<file path="src/rtl/alu_cmd_sequencer.sv">
// Command sequencer between the host queue and the 64-bit ALU engine: enforces the
// INIT/HLT/RST protocol, tags arithmetic commands for out-of-order completion, flags errors.
module alu_cmd_sequencer #(
    parameter  int NTAG    = 8,
    parameter  int LATENCY = 7,
    parameter  int DW      = 64,
    localparam int TW      = $clog2(NTAG)
) (
    input  logic          clk,
    input  logic          rst,
    input  logic          req_vld,
    output logic          req_rdy,
    input  logic [2:0]    req_cmd,
    input  logic [DW-1:0] req_opd1,
    input  logic [DW-1:0] req_opd2,
    output logic          eng_vld,
    input  logic          eng_rdy,
    output logic [2:0]    eng_cmd,
    output logic [DW-1:0] eng_opd1,
    output logic [DW-1:0] eng_opd2,
    output logic [TW-1:0] eng_tag,
    input  logic          done_i,
    input  logic [TW-1:0] done_tag,
    input  logic [2:0]    done_cmd,
    output logic [4:0]    outstanding,
    output logic [2:0]    state_o,
    output logic          err_timeout,
    output logic          err_bad_done,
    output logic          err_illegal
);

    localparam int CW = $clog2(LATENCY + 1);

    localparam logic [2:0] CMD_RST  = 3'd0;
    localparam logic [2:0] CMD_INIT = 3'd1;
    localparam logic [2:0] CMD_ADD  = 3'd2;
    localparam logic [2:0] CMD_REM  = 3'd6;
    localparam logic [2:0] CMD_HLT  = 3'd7;

    typedef enum logic [2:0] {
        S_IDLE  = 3'd0,
        S_INIT  = 3'd1,
        S_RUN   = 3'd2,
        S_DRAIN = 3'd3,
        S_HLT   = 3'd4,
        S_RST   = 3'd5
    } state_t;

    state_t          r_state, w_state_nxt;
    logic            r_eng_vld;
    logic [2:0]      r_eng_cmd;
    logic [DW-1:0]   r_eng_opd1, r_eng_opd2;
    logic [TW-1:0]   r_eng_tag;
    logic [NTAG-1:0] r_bitmap;
    logic [2:0]      r_optab [NTAG];
    logic [4:0]      r_outstanding;
    logic [CW-1:0]   r_tocnt;
    logic            r_err_timeout, r_err_bad_done, r_err_illegal;

    logic            w_hs, w_req_rdy, w_acc, w_arith, w_issue;
    logic            w_done_ok, w_done_bad;
    logic [TW-1:0]   w_free_tag;
    logic [NTAG-1:0] w_set, w_clr;
    logic            w_ld;
    logic [2:0]      w_ld_cmd;
    logic [DW-1:0]   w_ld_opd1, w_ld_opd2;
    logic [TW-1:0]   w_ld_tag;

    assign w_hs      = r_eng_vld & eng_rdy;
    assign w_req_rdy = (r_state == S_RUN) & (~r_eng_vld | eng_rdy) &
                       ((req_cmd == CMD_HLT) | (r_outstanding < 5'(NTAG)));
    assign w_acc     = req_vld & w_req_rdy;
    assign w_arith   = (req_cmd >= CMD_ADD) & (req_cmd <= CMD_REM);
    assign w_issue   = w_acc & w_arith;
    assign w_done_ok  = done_i & r_bitmap[done_tag] & (r_optab[done_tag] == done_cmd);
    assign w_done_bad = done_i & ~w_done_ok;

    // Allocation sees the bitmap before this cycle's release, so a freed tag is never reused same cycle.
    always_comb begin
        w_free_tag = '0;
        for (int i = NTAG - 1; i >= 0; i--)
            if (!r_bitmap[i]) w_free_tag = TW'(i);
    end

    always_comb begin
        w_set = '0;
        w_clr = '0;
        if (w_issue)   w_set[w_free_tag] = 1'b1;
        if (w_done_ok) w_clr[done_tag]   = 1'b1;
    end

    always_ff @(posedge clk) begin
        if (rst) r_state <= S_IDLE;
        else     r_state <= w_state_nxt;
    end

    always_comb begin
        w_state_nxt = r_state;
        w_ld        = 1'b0;
        w_ld_cmd    = CMD_RST;
        w_ld_opd1   = '0;
        w_ld_opd2   = '0;
        w_ld_tag    = '0;
        case (r_state)
            S_IDLE: begin
                w_state_nxt = S_INIT;
                w_ld        = 1'b1;
                w_ld_cmd    = CMD_INIT;
            end
            S_INIT: if (w_hs) w_state_nxt = S_RUN;
            S_RUN: begin
                if (w_acc && req_cmd == CMD_HLT) begin
                    w_state_nxt = S_DRAIN;
                end else if (w_issue) begin
                    w_ld      = 1'b1;
                    w_ld_cmd  = req_cmd;
                    w_ld_opd1 = req_opd1;
                    w_ld_opd2 = req_opd2;
                    w_ld_tag  = w_free_tag;
                end
            end
            S_DRAIN: begin
                if (r_outstanding == 5'd0 && !r_eng_vld) begin
                    w_state_nxt = S_HLT;
                    w_ld        = 1'b1;
                    w_ld_cmd    = CMD_HLT;
                end
            end
            S_HLT: begin
                if (w_hs) begin
                    w_state_nxt = S_RST;
                    w_ld        = 1'b1;
                    w_ld_cmd    = CMD_RST;
                end
            end
            S_RST: begin
                if (w_hs) begin
                    w_state_nxt = S_INIT;
                    w_ld        = 1'b1;
                    w_ld_cmd    = CMD_INIT;
                end
            end
            default: w_state_nxt = S_IDLE;
        endcase
    end

    // One-entry output register; only reloaded when empty or draining this cycle.
    always_ff @(posedge clk) begin
        if (rst) begin
            r_eng_vld  <= 1'b0;
            r_eng_cmd  <= '0;
            r_eng_opd1 <= '0;
            r_eng_opd2 <= '0;
            r_eng_tag  <= '0;
        end else if (w_ld) begin
            r_eng_vld  <= 1'b1;
            r_eng_cmd  <= w_ld_cmd;
            r_eng_opd1 <= w_ld_opd1;
            r_eng_opd2 <= w_ld_opd2;
            r_eng_tag  <= w_ld_tag;
        end else if (w_hs) begin
            r_eng_vld  <= 1'b0;
        end
    end

    always_ff @(posedge clk) begin
        if (rst) begin
            r_bitmap      <= '0;
            r_outstanding <= '0;
            for (int i = 0; i < NTAG; i++) r_optab[i] <= '0;
        end else begin
            r_bitmap      <= (r_bitmap | w_set) & ~w_clr;
            r_outstanding <= r_outstanding + 5'(w_issue) - 5'(w_done_ok);
            if (w_issue) r_optab[w_free_tag] <= req_cmd;
        end
    end

    // Stall counter saturates at LATENCY; the engine command is held, never aborted.
    always_ff @(posedge clk) begin
        if (rst) begin
            r_tocnt       <= '0;
            r_err_timeout <= 1'b0;
        end else if (w_hs) begin
            r_tocnt <= '0;
        end else if (r_eng_vld) begin
            if (r_tocnt != CW'(LATENCY))     r_tocnt       <= r_tocnt + 1'b1;
            if (r_tocnt == CW'(LATENCY - 1)) r_err_timeout <= 1'b1;
        end
    end

    always_ff @(posedge clk) begin
        if (rst) begin
            r_err_bad_done <= 1'b0;
            r_err_illegal  <= 1'b0;
        end else begin
            r_err_bad_done <= w_done_bad;
            r_err_illegal  <= w_acc & ((req_cmd == CMD_RST) | (req_cmd == CMD_INIT));
        end
    end

    assign req_rdy      = w_req_rdy;
    assign eng_vld      = r_eng_vld;
    assign eng_cmd      = r_eng_cmd;
    assign eng_opd1     = r_eng_opd1;
    assign eng_opd2     = r_eng_opd2;
    assign eng_tag      = r_eng_tag;
    assign outstanding  = r_outstanding;
    assign state_o      = r_state;
    assign err_timeout  = r_err_timeout;
    assign err_bad_done = r_err_bad_done;
    assign err_illegal  = r_err_illegal;

endmodule
</file>
<file path="config.mk">
export PLATFORM = sky130hd
export DESIGN_NAME = alu_cmd_sequencer
export DESIGN_NICKNAME = d
export VERILOG_FILES = /design/src/rtl/alu_cmd_sequencer.sv
export SDC_FILE = /design/constraint.sdc
export NUM_CORES = 1
export LEC_CHECK = 0
export ABC_AREA = 0
export BUFFER_PORTS_ARGS = -buffer_cell sky130_fd_sc_hd__buf_2
export CORE_MARGIN = 10
export CORE_UTILIZATION = 35
export CTS_BUF_LIST = sky130_fd_sc_hd__clkbuf_4 sky130_fd_sc_hd__clkbuf_8 sky130_fd_sc_hd__clkbuf_16
export CTS_CLUSTER_DIAMETER = 50
export DETAILED_ROUTE_END_ITERATION = 10
export SYNTH_ARGS = -nofsm -noshare
export SYNTH_HDL_FRONTEND = slang
export SYNTH_SLANG_ARGS = --single-unit
</file>
<file path="constraint.sdc">
create_clock -name clk -period 4.6 [get_ports clk]
set_clock_uncertainty 0.2 [all_clocks]
set_input_delay 0.92 -clock clk [delete_from_list [all_inputs] [get_ports clk]]
set_output_delay 0.92 -clock clk [all_outputs]
set_load 0.03 [all_outputs]
</file>
==> results.py, run 1 <==
metrics = {
    "outcome": {
        "status": "finished, final reports clean",
    },
    "global_routing": {
        "grtUsageMet3": 0.0814,
        "grt_pass1_wl_um": 35700,
        "top_usage_layer": "met2",
        "gr-total-overflow": 0,
        "grt_max_degree": 84,
        "grtUsageTotal": 0.168,
        "antenna_found_initial": 2,
        "grt.met1_usage": 0.186,
        "met2_usage": 0.279,
        "grt_pass1_vias": 6389,
    },
    "clocking": {
        "cts_resized": 0,
        "clockBufferDepth": 2,
        "cts_tree": "built",
        "cts_hold_buf": 0,
        "cts_root_buf": "clkbuf_16",
        "post_cts_buffers": 0,
        "cts_buffers": 17,
        "clkLatencyLatePin_ps": 420,
        "clock_sinks": 181,
        "clk_pin_slew_ps": 70,
        "htree_num_levels": 4,
    },
    "min_path": {
        "min_path_type": "flop to flop",
        "whs_path_depth": 2,
        "whs_endpoint": "eng_tag[2]",
        "min_from": "eng_tag[2]",
    },
    "critical_path": {
        "reg2reg_to": "outstanding[4]",
        "worst_r2r_path_depth": 13,
        "required_ps": 4760,
        "arrival_ps": 4010,
        "regToRegStartpoint": "r_optab[1][1]",
        "slowest_stage": "fa_1",
        "slowest_delay_ps": 400,
        "path_cells": "buf_2, mux2_2, a22o_1, nand2_1, a31oi_1, nor2_1, and4_1, ha_1, inv_1, ha_1, fa_1, a21oi_1, nor2_1, or3_1, a21oi_1",
        "r2r_slack_ps": 1190,
        "worstPathMaxFanout": 12,
        "startpoint_type": "input pin",
        "worstSetupPathType": "input pin to flop",
        "crit_start": "done_tag[2]",
        "end_kind": "flop",
    },
    "synth": {
        "ys.flop_type": "dfxtp_1",
        "synth.most_common_cell": "dfxtp_1",
        "synth-xor-area-share": 0.00373,
        "async_flop_share": 0,
        "synth-seq-cells": 181,
        "netlist.area_leader.share": 0.446,
        "synth_area_leaders": "dfxtp_1, a22oi_1, edfxtp_1, nor2_1, ha_1",
        "synth_top_family_by_area": "compound AO/OA/AOI/OAI gates",
        "ys_warn_count": 0,
        "synth_edf_count": 24,
        "synthCells": 719,
        "synth_fa_ha_area_frac": 0.0206,
        "yosysSeqAreaShare": 0.548,
        "synth-compound-area-share": 0.197,
        "synth_common_cells": "dfxtp_1, nor2_1, a22oi_1",
        "syn_area_per_cell_sq_um": 9.80,
        "synth-simple-area-share": 0.161,
        "netlist_area_sq_um": 7050,
        "synthMuxAreaShare": 0.0231,
        "ys_types": 50,
        "syn-num-nets": 872,
        "yosysTopAreaCell": "dfxtp_1",
    },
    "final_layout": {
        "drive_gt1_frac": 0.345,
        "syn2layout_area_growth_pct": 31.0,
        "final_area_sq_um": 9230,
        "multiInputGateArea_sq_um": 2860,
        "regArea_sq_um": 3860,
        "nFillCells": 1970,
        "layout.nets": 1129,
    },
    "timing": {
        "rsz0062_at_grt": "false",
        "setup_viol": 0,
        "tightest_slew_ps": 938,
        "max_slew_margin": 0.374,
        "min_period_ps": 3860,
        "hold_viol": 0,
        "finalMaxSlewViolations": 0,
        "fmax_mhz": 259,
        "setup-tns-final_ps": 0,
        "fin_crit_sh": 0.838,
    },
    "floorplanning": {
        "dieArea_sq_um": 26200,
        "die_w_um": 162,
        "initial_core_util": 0.359,
        "io_pins": 289,
        "coreArea_sq_um": 19700,
        "die_h_um": 162,
        "core.rowCount": 51,
    },
    "detailed_routing": {
        "drt-pass1-iter-count": 5,
        "post_drt_wl_per_cell_um": 18.4,
        "drc": 0,
        "totalWireLength_um": 23000,
        "avgViaCountPerCell": 5.07,
        "vias": 6357,
        "drt_iter0_drc": 405,
        "final_antenna_net_count": 0,
    },
    "run": {
        "maxCapViolCount": 0,
    },
    "placed_design": {
        "place.gp.congestion": 0.876,
        "dp_hpwl_um": 16700,
        "numPortBuffers": 288,
        "placed_area_sq_um": 8620,
    },
    "pwr": {
        "ir_worst_vdd_uv": 233,
        "p_leak_uw": 0.00413,
        "power_density_nw_per_um2": 371,
    },
}
[worst max path at each step]
| stage | slack (ps) | cells after the start | end |
|---|---|---|---|
| detailed placement | 340 | 15 | outstanding[4] |
| global route | 540 | 15 | outstanding[4] |
| floorplan | 550 | 15 | outstanding[4] |
| CTS | 760 | 15 | outstanding[4] |
| global placement | 380 | 15 | outstanding[4] |
| finish | 740 | 15 | outstanding[4] |
[kinds of logic after synthesis]
logic type | after synthesis
AOI/OAI and AO/OA | 193
and+or+nand+nor | 246
xor gates and xnor gates | 3
buffers and inverters | 74
DFF | 181
adders and majority gates | 11
muxes | 11
[layer usage]
metal	vias up	wire length (um)
met1	2980	9030
met3	28	2390
met4	2	401
li1	3101	-
met2	246	11200
met5	-	7
[power breakdown]
part / switching [uW] / total [uW] / internal (uW)
clock: 667 / 1520 / 854
sequential: 13.3 / 1630 / 1620
combinational: 176 / 268 / 92.2
total: 857 / 3420 / 2560
[cell usage in the layout, fill, tap and decap left out, types with 6 or more instances in the layout]
cell,n
buf_2,287
dfxtp_1,157
nor2_1,155
a22oi_1,130
edfxtp_1,24
and2_1,18
clkbuf_16,18
inv_1,16
a21oi_1,16
nand2_1,16
o21ai_0,14
and4_1,10
a31oi_1,10
nor3_1,10
ha_1,10
buf_4,9
nor2b_1,6
nor4_1,6
[worst max-delay path, delay by kind of cell]
family | cells | cell delay, ps
multiplexers | 1 | 370
buffers and inverters | 2 | 270
AO/OA/AOI/OAI | 4 | 570
adder cells (fa/ha/maj) | 3 | 740
AND/OR/NAND/NOR | 5 | 1140
[flip-flops by register name, summed over array words and instances, names as in the netlist, 3 cells and up]
name	cells
eng_opd1	64
state_o	3
eng_opd2	64
eng_cmd	3
eng_tag	3
r_tocnt	3
outstanding	5
r_optab	24
r_bitmap	8
[final cells by class]
cell class	count	share of cell area
multi-input combinational	464	0.310
antenna	1	0.000271
timing repair buffer	296	0.163
tap	265	0.0359
clock inverter	13	0.0175
sequential	181	0.418
inverter	16	0.00650
clock buffer	18	0.0488
[through the flow]
step / setup slack (ps) / total power [uW] / instances / hold slack, ps / utilization
final: 743 / 3420 / 1254 / 254 / 0.470
after global routing: 543 / 3550 / 1254 / 273 / 0.470
after CTS: 763 / 3460 / 1253 / 253 / 0.470
after detailed placement: 338 / 1940 / 1222 / 243 / 0.439
after global placement: 385 / 1940 / 1222 / 245 / 0.439
after floorplan: 550 / 1830 / 719 / 282 / -
No activity file was read; power rests on OpenSTA's default activity.
==> run 2, diff against run 1 <==
- clock period: 4.6 -> 3.9 ns (I/O delays scaled with it)
==> results.py, run 2 (same netlist as run 1, synthesis figures left out) <==
metrics = {
    "outcome": {
        "status": "finished, final reports clean",
    },
    "timing": {
        "tightest_slew_ps": 894,
        "min_period_ps": 3560,
        "whs_ps": 257,
        "max_slew_margin": 0.404,
        "setup-tns-final_ps": 0,
        "rsz0062_at_grt": "false",
        "fin_crit_sh": 0.913,
        "finalMaxSlewViolations": 0,
        "hold_viol": 0,
        "fmax_mhz": 281,
        "setup_viol": 0,
    },
    "clocking": {
        "clock_sinks": 181,
        "clk_pin_slew_ps": 70,
        "clockBufferDepth": 2,
        "htree_num_levels": 4,
        "cts_root_buf": "clkbuf_16",
        "cts_tree": "built",
        "post_cts_buffers": 0,
        "cts_hold_buf": 0,
        "cts_resized": 0,
        "cts_buffers": 17,
        "clkLatencyLatePin_ps": 430,
    },
    "pwr": {
        "totalPowerFinal_uw": 3970,
        "power_density_nw_per_um2": 426,
        "p_leak_uw": 0.00418,
        "ir_worst_vdd_uv": 282,
    },
    "global_routing": {
        "grt_max_degree": 111,
        "antenna_found_initial": 3,
        "gr-total-overflow": 0,
        "grt_pass1_vias": 6360,
        "grtUsageTotal": 0.170,
        "grt_pass1_wl_um": 35700,
    },
    "final_layout": {
        "layout.nets": 1142,
        "diodes": 0,
        "drive_gt1_frac": 0.354,
        "final_area_sq_um": 9320,
        "syn2layout_area_growth_pct": 32.3,
        "multiInputGateArea_sq_um": 2860,
        "layout_common_cells": "buf_2, dfxtp_1, nor2_1",
        "regArea_sq_um": 3860,
        "final_common_cell": "buf_2",
        "nFillCells": 1937,
    },
    "critical_path": {
        "worstSetupPathType": "input pin to flop",
        "slowest_stage": "fa_1",
        "startpoint_type": "input pin",
        "regToRegStartpoint": "r_optab[3][2]",
        "reg2reg_to": "outstanding[4]",
        "slowest_delay_ps": 390,
        "r2r_slack_ps": 560,
        "path_cells": "buf_2, mux2_2, a22o_1, or3_1, a21oi_2, and4_1, ha_1, inv_1, ha_1, fa_1, a21oi_1, nor2_1, or3_1, a21oi_1",
        "end_kind": "flop",
        "arrival_ps": 3710,
        "required_ps": 4050,
        "worstPathMaxFanout": 7,
        "worst_r2r_path_depth": 13,
    },
    "floorplanning": {
        "initial_core_util": 0.359,
        "die_h_um": 162,
        "die_w_um": 162,
        "io_pins": 289,
        "core.rowCount": 51,
        "dieArea_sq_um": 26200,
        "coreArea_sq_um": 19700,
    },
    "placed_design": {
        "dp_hpwl_um": 16900,
        "place.gp.congestion": 0.896,
        "placed_area_sq_um": 8730,
        "numPortBuffers": 288,
    },
    "min_path": {
        "whs_endpoint": "eng_tag[2]",
        "min_from": "eng_tag[2]",
        "min_path_type": "flop to flop",
        "whs_path_depth": 2,
    },
    "detailed_routing": {
        "drc": 0,
        "drt_iter0_drc": 394,
        "post_drt_wl_per_cell_um": 18.4,
        "final_antenna_net_count": 0,
        "totalWireLength_um": 23300,
        "vias": 6397,
        "avgViaCountPerCell": 5.05,
        "drt-pass1-iter-count": 5,
    },
    "run": {
        "maxCapViolCount": 0,
    },
}
run 2: where the power goes:
group          total (uW)  internal (uW)  switching, uW
logic                 332            119            213
clock network        1720            903            816
registers            1920           1910           16.0
run 2: critical path, delay by kind of cell:
kind / cells / cell delay (ps)
compound gates: 4 / 670
fa+ha+maj: 3 / 720
buf+inv: 2 / 200
mux: 1 / 360
simple gates: 4 / 980
run 2: cell type report:
class                      instances  share of cell area
inverter                          16             0.00644
clock buffer                      19              0.0498
sequential                       181               0.414
timing repair buffer             309               0.173
clock inverter                    13              0.0138
tap                              265              0.0356
multi-input combinational        464               0.307
run 2: worst max-delay path by stage:
stage                     cells past startpoint        endpoint  slack [ps]        start
after global placement                       14  outstanding[4]         -50  done_tag[0]
after detailed placement                     14  outstanding[4]        -100  done_tag[0]
after floorplan                              15  outstanding[4]         120  done_tag[1]
final                                        14  outstanding[4]         340  done_tag[0]
after global routing                         14  outstanding[4]         120  done_tag[0]
after CTS                                    14  outstanding[4]         360  done_tag[0]
run 2: through the flow:
stage,std cells,utilization,worst slack [ps]
6_report,1267,0.474,340
5_1_grt,1267,0.474,122
4_1_cts,1267,0.474,359
3_5_place_dp,1235,0.444,-96.6
3_3_place_gp,1235,0.444,-46.3
2_1_floorplan,719,-,119
run 2: per-layer routing:
metal	track usage	part of all wire
met4	0.0409	0.0085
met2	0.286	0.50
met3	0.0761	0.10
met1	0.193	0.39
met5	0	0.00060
==> run 3, diff against run 2 <==
- ABC_AREA: 0 -> 1
- ABC_CLOCK_PERIOD_IN_PS: unset -> 3900
- MAX_ROUTING_LAYER: unset -> met4
==> results.py, run 3 <==
metrics = {
    "clocking": {
        "clkLatencyLatePin_ps": 420,
        "cts_buffers": 17,
        "clockBufferDepth": 2,
        "htree_num_levels": 4,
        "cts_hold_buf": 0,
        "clk_pin_slew_ps": 70,
        "post_cts_buffers": 0,
        "cts_tree": "built",
        "cts_resized": 0,
        "cts_root_buf": "clkbuf_16",
        "clock_sinks": 181,
    },
    "final_layout": {
        "nFillCells": 2146,
        "drive_gt1_frac": 0.305,
        "layout_common_cells": "nand2_1, buf_2, dfxtp_1",
        "syn2layout_area_growth_pct": 28.9,
        "final_common_cell": "nand2_1",
        "layout.nets": 1384,
    },
    "pwr": {
        "p_leak_uw": 0.00439,
        "power_density_nw_per_um2": 530,
        "comb_power_share": 0.250,
        "p_int_uw": 3280,
        "p_switching_uw": 1870,
        "power.share.clock": 0.351,
        "p_sw_frac": 0.363,
        "power.share.sequential": 0.399,
        "ir_worst_vdd_uv": 262,
    },
    "timing": {
        "setup_viol": 0,
        "fin_crit_sh": 0.815,
        "tightest_slew_ps": 746,
        "hold_viol": 0,
        "max_slew_margin": 0.503,
        "finalMaxSlewViolations": 0,
        "layout_setup_ws_ps": 722,
        "min_period_ps": 3180,
        "fmax_mhz": 315,
        "rsz0062_at_grt": "false",
        "setup-tns-final_ps": 0,
    },
    "synth": {
        "syn-num-nets": 1121,
        "yosysSeqAreaShare": 0.514,
        "synth-seq-cells": 181,
        "yosysTopAreaCell": "dfxtp_1",
        "synth_common_cells": "nand2_1, dfxtp_1, a21oi_1",
        "async_flop_share": 0,
        "synth_area_leaders": "dfxtp_1, nand2_1, edfxtp_1, a21oi_1, inv_1",
        "netlist_area_sq_um": 7520,
        "synth.most_common_cell": "nand2_1",
        "synthCells": 968,
        "syn_area_per_cell_sq_um": 7.77,
        "ys_types": 33,
        "ys_warn_count": 0,
        "synth_edf_count": 24,
        "ys.flop_type": "dfxtp_1",
        "netlist.area_leader.share": 0.418,
    },
    "placed_design": {
        "dp_hpwl_um": 17600,
        "pre_cts_ws_ps": 297,
        "place.gp.congestion": 0.856,
        "numPortBuffers": 288,
    },
    "critical_path": {
        "cp_num_buf_inv": 3,
        "cp.depth": 21,
        "startpoint_type": "input pin",
        "crit_start": "done_tag[0]",
        "critPathTopFamily": "simple AND/OR/NAND/NOR gates",
        "crit_top_cell": "nand2_1",
        "worst_r2r_path_depth": 13,
        "required_ps": 4060,
        "path_cells": "buf_2, inv_1, nand2_1, nand2_1, nand2_1, nand2_1, nand2_1, nand2_1, nand2_1, nand2_1, nor2_2, and2_4, ha_1, inv_1, ha_1, fa_1, nand2_1, a21oi_1, nor2_1, o21ai_0, a21oi_1",
        "slowest_stage": "fa_1",
        "regToRegStartpoint": "state_o[1]",
        "reg2reg_to": "outstanding[4]",
        "cp-endpoint": "outstanding[4]",
        "slowest_delay_ps": 400,
        "worstPathMaxFanout": 16,
        "r2r_slack_ps": 1080,
        "worstSetupPathType": "input pin to flop",
        "arrival_ps": 3340,
        "end_kind": "flop",
    },
    "run": {
        "maxCapViolCount": 0,
    },
    "detailed_routing": {
        "avgViaCountPerCell": 4.55,
        "drc": 0,
        "post_drt_wl_per_cell_um": 15.7,
        "drt_iter0_drc": 342,
        "totalWireLength_um": 23800,
        "vias": 6909,
        "final_antenna_net_count": 0,
        "drt-pass1-iter-count": 5,
    },
    "floorplanning": {
        "core.rowCount": 53,
        "coreArea_sq_um": 21100,
        "die_w_um": 167,
        "io_pins": 289,
        "initial_core_util": 0.357,
        "dieArea_sq_um": 27800,
        "die_h_um": 167,
    },
    "global_routing": {
        "grtUsageMet3": 0.0624,
        "grt.met1_usage": 0.196,
        "grt_pass1_vias": 6806,
        "gr-total-overflow": 0,
        "antenna_found_initial": 1,
        "top_usage_layer": "met2",
        "grt_max_degree": 69,
        "grt_pass1_wl_um": 37300,
        "grtUsageTotal": 0.170,
        "met2_usage": 0.276,
    },
    "min_path": {
        "min_path_type": "flop to flop",
        "min_from": "eng_opd1[45]",
    },
    "outcome": {
        "status": "finished, final reports clean",
    },
}
-- run 3: changes by cell type after synthesis, moves of 20 or more --
cell | previous run | this run
nand2_1 | 16 | 378
a22oi_1 | 130 | 0
nand2_2 | 0 | 20
nand3_1 | 5 | 27
a21oi_1 | 16 | 135
nor2_1 | 155 | 50
inv_1 | 16 | 50
-- run 3: tightest hold or removal path: stages (launching register included) --
cell and delay, ps:
dfxtp_1 310, nand2_1 50, a21oi_1 50
-- run 3: final cells by class --
type | instances | area, sq um | area share
clock buffer | 17 | 425 | 0.0439
clock inverter | 15 | 206 | 0.0213
antenna | 1 | 2.50 | 0.000258
inverter | 57 | 219 | 0.0226
tap | 275 | 344 | 0.0355
multi-input combinational | 676 | 3080 | 0.318
sequential | 181 | 3860 | 0.398
timing repair buffer | 298 | 1560 | 0.160
-- run 3: kinds of logic after synthesis --
family,after synthesis,share of synthesized area
simple gates,494,0.266
flops,181,0.514
compound gates,171,0.125
buf+inv,111,0.0768
fa+ha+maj,11,0.0193
-- run 3: power by group through the flow --
stage | sequential, uW | combinational, uW | clock (uW)
finish | 2050 | 1280 | 1800
global route | 2070 | 1420 | 1940
detailed placement | 2090 | 1310 | 0
global placement | 2090 | 1320 | 0
CTS | 2050 | 1310 | 1850
floorplan | 2240 | 856 | 0
-- run 3: worst min-delay path by stage --
stage                     cells after the start            to  slack, ps
after floorplan                               2    r_tocnt[0]        260
after global placement                        2   eng_opd1[5]        240
after detailed placement                      2  eng_opd1[45]        250
after CTS                                     2  eng_opd1[45]        260
after global routing                          2  eng_opd1[45]        270
final                                         2  eng_opd1[45]        260
-- run 3: layer usage --
metal	vias to the layer above	routed length (um)	share of wire
met3	11	1820	0.076
met4	0	179	0.0075
met1	3077	10300	0.43
met2	214	11500	0.48
li1	3607	-	-
met5	-	0	0
-- run 3: stage by stage --
stage | power (uW) | cell area [sq um] | instances | hold WS, ps | util
floorplan | 3100 | 7520 | 968 | 256 | -
global placement | 3410 | 9060 | 1487 | 245 | 0.430
detailed placement | 3400 | 9060 | 1487 | 249 | 0.430
CTS | 5220 | 9700 | 1519 | 260 | 0.460
global route | 5420 | 9700 | 1520 | 270 | 0.460
finish | 5140 | 9700 | 1520 | 256 | 0.460
